==> src/rtl/odu_cfg_regbank.sv <==
// odu_cfg_regbank: host-facing configuration/control register bank for the ODU data generator.
// Shadow enable/type bitmaps commit atomically. A start/stop FSM with timeout supervision drives the generator.
// Sticky status, irq masking and a start counter are exposed on the cs/we/oe config bus.
// Ports: clk/rst (sync, active-high); cfg_n_cs/cfg_n_we/cfg_n_oe/cfg_addr/cfg_din in, cfg_dout/cfg_rvalid out;
//        cfg_ch_enable/cfg_ch_type committed bitmaps; gen_start/gen_stop pulses, gen_active in; irq out.
module odu_cfg_regbank #(
  parameter int DATA_WIDTH_CFG = 16,
  parameter int ADDR_WIDTH_CFG = 6,
  parameter int NUM_CH         = 80,
  parameter int TIMEOUT        = 1024,
  parameter logic [DATA_WIDTH_CFG-1:0] VERSION = 16'h0201
) (
  input  logic                      clk,
  input  logic                      rst,
  input  logic                      cfg_n_cs,
  input  logic                      cfg_n_we,
  input  logic                      cfg_n_oe,
  input  logic [ADDR_WIDTH_CFG-1:0] cfg_addr,
  input  logic [DATA_WIDTH_CFG-1:0] cfg_din,
  output logic [DATA_WIDTH_CFG-1:0] cfg_dout,
  output logic                      cfg_rvalid,
  output logic [NUM_CH-1:0]         cfg_ch_enable,
  output logic [NUM_CH-1:0]         cfg_ch_type,
  output logic                      gen_start,
  output logic                      gen_stop,
  input  logic                      gen_active,
  output logic                      irq
);

  localparam int DW   = DATA_WIDTH_CFG;
  localparam int AW   = ADDR_WIDTH_CFG;
  localparam int N_W  = (NUM_CH + DW - 1) / DW;
  localparam int PADW = N_W * DW;
  localparam int TW   = $clog2(TIMEOUT);

  localparam logic [AW-1:0] A_VER  = '0;
  localparam logic [AW-1:0] A_CTRL = AW'(2 * N_W + 1);
  localparam logic [AW-1:0] A_STAT = AW'(2 * N_W + 2);
  localparam logic [AW-1:0] A_CNT  = AW'(2 * N_W + 3);
  localparam logic [TW-1:0] T_LOAD = TW'(TIMEOUT - 1);

  typedef enum logic [1:0] {
    S_IDLE     = 2'd0,
    S_WAIT_ACT = 2'd1,
    S_RUN      = 2'd2,
    S_STOPPING = 2'd3
  } state_t;

  state_t              state_q, state_d;
  logic [TW-1:0]       timer_q, timer_d;
  logic [NUM_CH-1:0]   en_sh_q, en_sh_d, ty_sh_q, ty_sh_d;
  logic [NUM_CH-1:0]   en_q, en_d, ty_q, ty_d;
  logic [2:0]          sticky_q, sticky_d;   // {cmd_reject, timeout, done}
  logic [2:0]          mask_q, mask_d;
  logic [DW-1:0]       cnt_q, cnt_d;
  logic                start_q, start_d, stop_q, stop_d;
  logic                irq_q;
  logic [DW-1:0]       dout_q, dout_d;
  logic                rvalid_q;

  logic                wr, rd, ctrl_wr;
  logic                cmd_start, cmd_stop, cmd_commit;
  logic                do_commit, set_done, set_to, set_rej, cnt_inc;
  logic [PADW-1:0]     en_pad, ty_pad;
  logic [DW-1:0]       stat_rd, rdata;

  assign wr      = ~cfg_n_cs & ~cfg_n_we;
  assign rd      = ~cfg_n_cs & ~cfg_n_oe;
  assign ctrl_wr = wr && (cfg_addr == A_CTRL);

  // Priority stop > start > commit: lower-priority bits are simply dropped.
  assign cmd_stop   = ctrl_wr & cfg_din[1];
  assign cmd_start  = ctrl_wr & cfg_din[0] & ~cfg_din[1];
  assign cmd_commit = ctrl_wr & cfg_din[2] & ~cfg_din[1] & ~cfg_din[0];

  // Start/commit are only legal in IDLE; stop is never rejected.
  assign set_rej = (cmd_start | cmd_commit) && (state_q != S_IDLE);

  always_comb begin
    state_d   = state_q;
    timer_d   = timer_q;
    start_d   = 1'b0;
    stop_d    = 1'b0;
    do_commit = 1'b0;
    set_done  = 1'b0;
    set_to    = 1'b0;
    cnt_inc   = 1'b0;
    case (state_q)
      S_IDLE: begin
        if (cmd_start) begin
          do_commit = 1'b1;
          start_d   = 1'b1;
          cnt_inc   = 1'b1;
          timer_d   = T_LOAD;
          state_d   = S_WAIT_ACT;
        end else if (cmd_commit) begin
          do_commit = 1'b1;
        end
      end
      S_WAIT_ACT: begin
        if (cmd_stop) begin
          stop_d  = 1'b1;
          state_d = S_STOPPING;
        end else if (gen_active) begin
          state_d = S_RUN;
        end else if (timer_q == '0) begin
          // Timer was loaded with TIMEOUT-1, so this is the TIMEOUT-th idle cycle.
          set_to  = 1'b1;
          state_d = S_IDLE;
        end else begin
          timer_d = timer_q - 1'b1;
        end
      end
      S_RUN: begin
        if (cmd_stop) begin
          stop_d  = 1'b1;
          state_d = S_STOPPING;
        end else if (!gen_active) begin
          set_done = 1'b1;
          state_d  = S_IDLE;
        end
      end
      S_STOPPING: begin
        if (!gen_active) begin
          set_done = 1'b1;
          state_d  = S_IDLE;
        end
      end
      default: state_d = S_IDLE;
    endcase
  end

  // Zero-padded views so partial last words read back 0 above NUM_CH.
  always_comb begin
    en_pad = '0;
    ty_pad = '0;
    en_pad[NUM_CH-1:0] = en_sh_q;
    ty_pad[NUM_CH-1:0] = ty_sh_q;
  end

  always_comb begin
    stat_rd       = '0;
    stat_rd[0]    = gen_active;
    stat_rd[3:1]  = sticky_q;
    stat_rd[5:4]  = state_q;
    stat_rd[10:8] = mask_q;
  end

  // Read mux uses pre-write register values, so a same-cycle write is not visible.
  always_comb begin
    rdata = '0;
    if (cfg_addr == A_VER)  rdata = VERSION;
    if (cfg_addr == A_STAT) rdata = stat_rd;
    if (cfg_addr == A_CNT)  rdata = cnt_q;
    for (int k = 0; k < N_W; k++) begin
      if (cfg_addr == AW'(k + 1))       rdata = en_pad[k*DW +: DW];
      if (cfg_addr == AW'(N_W + k + 1)) rdata = ty_pad[k*DW +: DW];
    end
  end

  always_comb begin
    en_sh_d  = en_sh_q;
    ty_sh_d  = ty_sh_q;
    en_d     = en_q;
    ty_d     = ty_q;
    sticky_d = sticky_q;
    mask_d   = mask_q;
    cnt_d    = cnt_q;
    dout_d   = dout_q;

    for (int i = 0; i < NUM_CH; i++) begin
      if (wr && (cfg_addr == AW'(i / DW + 1)))       en_sh_d[i] = cfg_din[i % DW];
      if (wr && (cfg_addr == AW'(N_W + i / DW + 1))) ty_sh_d[i] = cfg_din[i % DW];
    end

    if (do_commit) begin
      en_d = en_sh_q;
      ty_d = ty_sh_q;
    end

    if (wr && (cfg_addr == A_STAT)) begin
      sticky_d = sticky_q & ~cfg_din[3:1];
      mask_d   = cfg_din[10:8];
    end
    // Set events are applied after the W1C clear so they win.
    sticky_d = sticky_d | {set_rej, set_to, set_done};

    if (wr && (cfg_addr == A_CNT)) cnt_d = '0;
    else if (cnt_inc)              cnt_d = cnt_q + 1'b1;

    if (rd) dout_d = rdata;
  end

  always_ff @(posedge clk) begin
    if (rst) begin
      state_q  <= S_IDLE;
      timer_q  <= '0;
      en_sh_q  <= '0;
      ty_sh_q  <= '0;
      en_q     <= '0;
      ty_q     <= '0;
      sticky_q <= '0;
      mask_q   <= '0;
      cnt_q    <= '0;
      start_q  <= 1'b0;
      stop_q   <= 1'b0;
      irq_q    <= 1'b0;
      dout_q   <= '0;
      rvalid_q <= 1'b0;
    end else begin
      state_q  <= state_d;
      timer_q  <= timer_d;
      en_sh_q  <= en_sh_d;
      ty_sh_q  <= ty_sh_d;
      en_q     <= en_d;
      ty_q     <= ty_d;
      sticky_q <= sticky_d;
      mask_q   <= mask_d;
      cnt_q    <= cnt_d;
      start_q  <= start_d;
      stop_q   <= stop_d;
      irq_q    <= |(sticky_q & mask_q);
      dout_q   <= dout_d;
      rvalid_q <= rd;
    end
  end

  assign cfg_dout      = dout_q;
  assign cfg_rvalid    = rvalid_q;
  assign cfg_ch_enable = en_q;
  assign cfg_ch_type   = ty_q;
  assign gen_start     = start_q;
  assign gen_stop      = stop_q;
  assign irq           = irq_q;

endmodule

==> config.mk <==
export PLATFORM = sky130hd
export DESIGN_NAME = odu_cfg_regbank
export DESIGN_NICKNAME = d
export VERILOG_FILES = /design/src/rtl/odu_cfg_regbank.sv
export SDC_FILE = /design/constraint.sdc
export NUM_CORES = 1
export LEC_CHECK = 0
export ABC_CLOCK_PERIOD_IN_PS = 4300
export CELL_PAD_IN_SITES_DETAIL_PLACEMENT = 1
export CELL_PAD_IN_SITES_GLOBAL_PLACEMENT = 1
export CORE_MARGIN = 8
export CORE_UTILIZATION = 43
export CTS_BUF_LIST = sky130_fd_sc_hd__clkbuf_16
export DETAILED_ROUTE_END_ITERATION = 6
export PLACE_DENSITY_LB_ADDON = 0.05
export SLEW_MARGIN = 10
export SYNTH_ARGS = -nofsm -noshare
export SYNTH_HDL_FRONTEND = slang
export SYNTH_SLANG_ARGS = --single-unit
export TNS_END_PERCENT = 100
==> constraint.sdc <==
create_clock -name clk -period 4.3 [get_ports clk]
set_input_delay 0.86 -clock clk [delete_from_list [all_inputs] [get_ports clk]]
set_output_delay 0.86 -clock clk [all_outputs]
set_load 0.01 [all_outputs]
==> After elaboration in Yosys (flattened, before gate mapping) <==
Cells that the tools add are included.
{ "totals": {"reg_bits": 374, "latchBits": 0, "ram_bits": 0, "romBits": 0, "in_bits": 28, "out_inout_bits": 180, "wordCells": 128, "n_memories": 0} }
{ "classes": {"add_sub_neg": 2, "n_mul": 0, "div_mod_pow": 0, "magnitude_cmp": 0, "n_eq_ne": 21, "shifts": 0, "n_mux": 39, "n_bitwise": 19, "n_reduce_logical": 25} }
{ "op_table": {"columns": ["operator", "n"], "rows": [
  ["16-bit two-way mux", 12],
  ["10-bit two-way mux", 5],
  ["6-bit by 4-bit == test with 1-bit output, second input constant", 6],
  ["6-bit by 3-bit == test with 1-bit output, second input constant", 4],
  ["10-bit one-hot mux with 2 select lines", 1],
  ["16-bit by 1-bit adder with 16-bit output, second input constant", 1],
  ["1-bit logical AND", 14],
  ["6-bit by 2-bit == test with 1-bit output, second input constant", 2],
  ["1-bit two-way mux", 12],
  ["2-bit two-way mux", 6],
  ["10-bit logical NOT", 1],
  ["10-bit by 1-bit subtractor with 10-bit output, second input constant", 1],
  ["1-bit bitwise AND", 8],
  ["2-bit inequality test, second input constant", 4],
  ["2-bit one-hot mux with 4 select lines", 1],
  ["3-bit bitwise AND", 2],
  ["6-bit by 1-bit == test with 1-bit output, second input constant", 1],
  ["6-bit logical NOT", 1],
  ["1-bit NOT", 6],
  ["2-bit OR reduction", 3],
  ["5-bit AND reduction", 1],
  ["2-bit == test, second input constant", 2],
  ["4-bit inequality test, second input constant", 1],
  ["2-bit nonzero test", 2],
  ["9 further kinds", 9]
]} }

==> Longest topological paths before layout <==
{ "depth": {"depth_word": 14, "mapped_depth": 10, "mapped_depth_nobuf": 8} }

==> Least setup slack after synthesis <==
OpenSTA, ideal clock, no wires.
{ "synth_path": {"path_type": "input to register", "from": "input port cfg_addr[1]", "to": "register dout_q[14], in the netlist cfg_dout[14]", "setup_ns": 0.074, "arrival_ns": 2.523, "t_required_ns": 4.226, "slack_ns": 1.703, "stages": 8, "path_buffers": 2, "path_cell_list": "buf_2 or4b_1 buf_2 nor2_4 a221o_1 a21oi_1 or4_1 a31oi_1"} }
{ "synth_via": {"elab_chain_len": 12, "elab_cells_between_ends": 22, "classes_between": "eq/ne: 11; mux: 11"} }
{ "synth_lines": {"columns": ["element", "line_no", "rtl"], "rows": [
  ["from (decl)", "18", "input logic [ADDR_WIDTH_CFG-1:0] cfg_addr,"],
  ["6-bit by 4-bit == test with 1-bit output", "154", "if (cfg_addr == A_CNT) rdata = cnt_q;"],
  ["16-bit two-way mux", "154", null],
  ["16-bit two-way mux", "156", "if (cfg_addr == AW'(k + 1)) rdata = en_pad[k*DW +: DW];"],
  ["16-bit two-way mux", "157", "if (cfg_addr == AW'(N_W + k + 1)) rdata = ty_pad[k*DW +: DW];"],
  ["16-bit two-way mux", "156", null],
  ["16-bit two-way mux", "157", null],
  ["16-bit two-way mux", "156", null],
  ["16-bit two-way mux", "157", null],
  ["16-bit two-way mux", "156", null],
  ["16-bit two-way mux", "157", null],
  ["16-bit two-way mux", "156", null],
  ["16-bit two-way mux *", "157", null],
  ["to (signal assigned)", "223", "dout_q <= dout_d;"],
  ["to (decl)", "58", "logic [DW-1:0] dout_q, dout_d;"]
]} }
Every way passes the cells marked *; elsewhere a longest branch is shown, timed or not.
A chain may end at the register's enable or synchronous reset.

==> Final worst setup path <==
{ "layout_path": {"from": "input port cfg_addr[2]", "to": "register dout_q[3], in the netlist cfg_dout[3]"} }
{ "layout_via": {"elab_chain_len": 13, "elab_cells_between_ends": 24, "classes_between": "eq/ne: 12; mux: 12"} }
{ "layout_lines": {"columns": ["element", "line_no", "rtl"], "rows": [
  ["6-bit by 4-bit == test with 1-bit output", "153", "if (cfg_addr == A_STAT) rdata = stat_rd;"],
  ["16-bit two-way mux", "153", null],
  ["16-bit two-way mux", "154", null],
  ["16-bit two-way mux", "156", null],
  ["16-bit two-way mux", "157", null],
  ["16-bit two-way mux", "156", null],
  ["16-bit two-way mux", "157", null],
  ["16-bit two-way mux", "156", null],
  ["16-bit two-way mux", "157", null],
  ["16-bit two-way mux", "156", null],
  ["16-bit two-way mux", "157", null],
  ["16-bit two-way mux", "156", null],
  ["16-bit two-way mux *", "157", null]
]} }
Marks and branches as above.

==> summary.md <==
| Metric | Value |
|---|---|
| Vias in the first global route | 14,800 |
| Post-synth top cells | nand2_1, dfxtp_1, a21oi_1 |
| Top-area cell type share of the netlist area | 50.2% |
| Post-CTS Setup Bufs | 0 |
| Post-Syn Area | 14,900 um2 |
| ANT cells | 0 |
| Post-synth EDFFs | 0 |
| P_leak | 5.99 nW |
| Cell variety after synth | 62 |
| Initial antenna violation count | 1 |
| GP Congestion | 0.934 |
| Reg2reg end | cfg_ch_enable[79] |
| Die Ht | 202 um |
| Dominant synthesized flop cell | dfxtp_1 |
| Post-Route Skew | 0.0275 ns |
| CTS tree | done |
| Share of layout cells above drive strength 1 | 5.53% |
| Gate Count Post-Synth | 1,923 |
| CORE AREA | 34,400 um2 |
| Worst-Margin Slew | 1.16 ns |
| Setup TNS | 0 ns |
| Area contributors post-synth | dfxtp_1, nand2_1, a21oi_1 |
| Drt total wl | 61,500 um |
| CTS Buf Count | 41 |
| CTS resizes | 0 |
| H-tree depth | 2 |
| Initial Utilization | 43.4% |
| Mapped Nets | 1,958 |
| Critical Path RT | about 4.7 ns |
| GRT overflow | 0 |
| Final Non-Filler Cells | 2,552 |
| Via count | between 10,000 and 15,000 |
| Sink Count | 374 |
| Yosys synthesis warning count | 0 |
| Share of synthesized flip-flops with an asynchronous set or reset | 0% |
| Layout area overhead | 24.3% |
| Power Dens Cells | 385 nW/um2 |
| R2R cell count | 7 |
| Antenna viol nets, final | 0 |
| Critical Path Start Type | input pin |
| Crit path kind | input pin to register |
| Io pins | roughly 210 |
| Minimum clock period | around 3.4 ns |
| DRC Markers | 0 |
| Sequential element share of the synthesized area | 50.2% |
| Status | finished, final reports clean |
| Dpl cells | roughly 2,500 |
| Synth area leader | dfxtp_1 |
| Skew-Pair Late Insertion Delay | between 0.5 and 0.6 ns |
| # rows | 68 |
| Initial DRC Count | 1,271 |
| WHS Path Cells | 2 |
| CTS Hold Bufs | 0 |
| CP Capture Type | register |
| VDD IR max | 259 uV |
| CP Data Arrival Time | 3.83 ns |
| Hold Crit Start | cfg_ch_enable[76] |
| Final hold vios | 0 |
| Final Cycle Share | 79.8% |
| Max-Slew Margin vs Limit | 22.6% |
| Max-Cap Viols | 0 |
| Synthesized flop and latch total | 374 |
| DP Wirelength | between 40,000 and 50,000 um |
| Achievable Freq | 291 MHz |
| Fin. max-slew vios | 0 |
| Worst reg2reg setup slack | 1.89 ns |
| Syn avg cell area | 7.76 um2 |
| Hold EP | cfg_ch_enable[76] |
| Avg WL per Cell | 24.1 um |
| Root Driver | clkbuf_16 |
| Die width | 202 um |
| Final #Nets | 2,108 |
| Largest net degree at the start of global routing | 126 |
| Final Setup Violations | 0 |
| 1st-pass router iterations | 7 |
| Reg-to-Reg Start | state_q[1] |
| Clock transition at the registers of the reported paths | roughly 0.06 ns |
| Global-route wire length before repair | 92,400 um |
| IO buf count | 207 |
| Critical-path maximum fanout | 15 |
| Tot GR Track Use | 29.0% |
| Die area | 40,900 um2 |
| Worst hold path class | register to register |
| RSZ-0062 raised after global routing | false |
| Max Root-Sink Buffers | 3 |
| Via/cell ratio | 5.75 |
| Top-count cell post-synth | nand2_1 |
==> metal layers <==
layer,routed length [um],track usage [%],vias to the layer above
li1,-,-,6792
met1,26900,38.7,7242
met2,28300,46.5,552
met3,4880,6.71,92
met4,1430,7.64,2
met5,13,0,-
==> kinds of logic after synthesis <==
logic type	synth area share, %
AO/OA/AOI/OAI	19.0
XOR/XNOR	1.17
adder cells (fa/ha/maj)	0.587
buffers and inverters	4.15
flip-flops	50.2
multiplexers	1.21
AND/OR/NAND/NOR	23.7
==> registers in the layout, indices dropped and copies added (netlist names) <==
register       cells
cfg_ch_enable     80
cfg_ch_type       80
en_pad            80
ty_pad            80
cfg_dout          16
cnt_q             16
timer_q           10
mask_q             3
sticky_q           3
state_q            2
cfg_rvalid         1
gen_start          1
gen_stop           1
irq                1
==> critical path, stage by stage <==
cell,delay (ns)
clkdlybuf4s50_1,0.86
nand2b_1,0.39
or3_1,0.75
o21ai_0,0.50
a211oi_1,0.16
nor3_1,0.23
nor3_1,0.08
==> stage by stage <==
step	total power, mW	utilization (%)	setup slack, ns	hold WS, ns	cell area (um2)
after floorplan	3.83	-	1.70	0.440	14900
after global placement	4.01	50.5	0.430	0.443	17400
after detailed placement	4.01	50.5	0.395	0.447	17400
after CTS	7.19	54.0	0.933	0.455	18500
after global routing	7.36	54.0	0.789	0.468	18500
final	7.15	54.0	0.868	0.453	18500
==> worst max path at each step <==
| stage | start | endpoint | slack (ns) | cells past startpoint |
|---|---|---|---|---|
| global placement | cfg_addr[2] | cfg_dout[3] | 0.43 | 7 |
| global route | cfg_addr[2] | cfg_dout[3] | 0.79 | 7 |
| finish | cfg_addr[2] | cfg_dout[3] | 0.87 | 7 |
| floorplan | cfg_addr[1] | cfg_dout[14] | 1.70 | 8 |
| detailed placement | cfg_addr[2] | cfg_dout[3] | 0.40 | 7 |
| CTS | cfg_addr[2] | cfg_dout[3] | 0.93 | 7 |
==> report_power, final <==
group          switching (mW)  internal [mW]  total [mW]
Sequential             0.0323           3.50        3.53
Clock                    1.42           1.78        3.20
Combinational           0.285          0.135       0.420
Total                    1.74           5.41        7.15
==> layout by cell type, fill, tap and decap left out, types with 4 or more instances in the layout <==
master / instances
nand2b_1: 6
a221oi_1: 21
a221o_1: 4
nand3_1: 17
clkdlybuf4s50_1: 206
xor2_1: 18
a22oi_1: 11
mux2i_1: 18
or2_2: 4
a22o_1: 5
o22ai_1: 8
or3_1: 7
clkbuf_16: 41
a222oi_1: 6
clkinv_2: 5
clkinv_1: 9
a211oi_1: 14
nor2_1: 74
a311oi_1: 4
dfxtp_1: 374
a21oi_1: 353
o2bb2ai_1: 6
and3_1: 5
inv_1: 15
buf_4: 43
o221ai_1: 10
nand2_1: 676
nor3b_1: 4
nor2b_1: 6
ha_1: 7
o21ai_0: 27
nand4_1: 6
nor3_1: 26
==> final cells by class <==
class | count | area, um2
fillers | 4233 | 15800
flip-flops and latches | 374 | 7490
multi-input cells | 1395 | 6830
repair buffers | 253 | 2460
well taps | 455 | 569
inverters | 8 | 30.0
clock inverters | 26 | 148
clock buffers | 41 | 1030
Note: power is estimated with default switching activity, not from simulation.
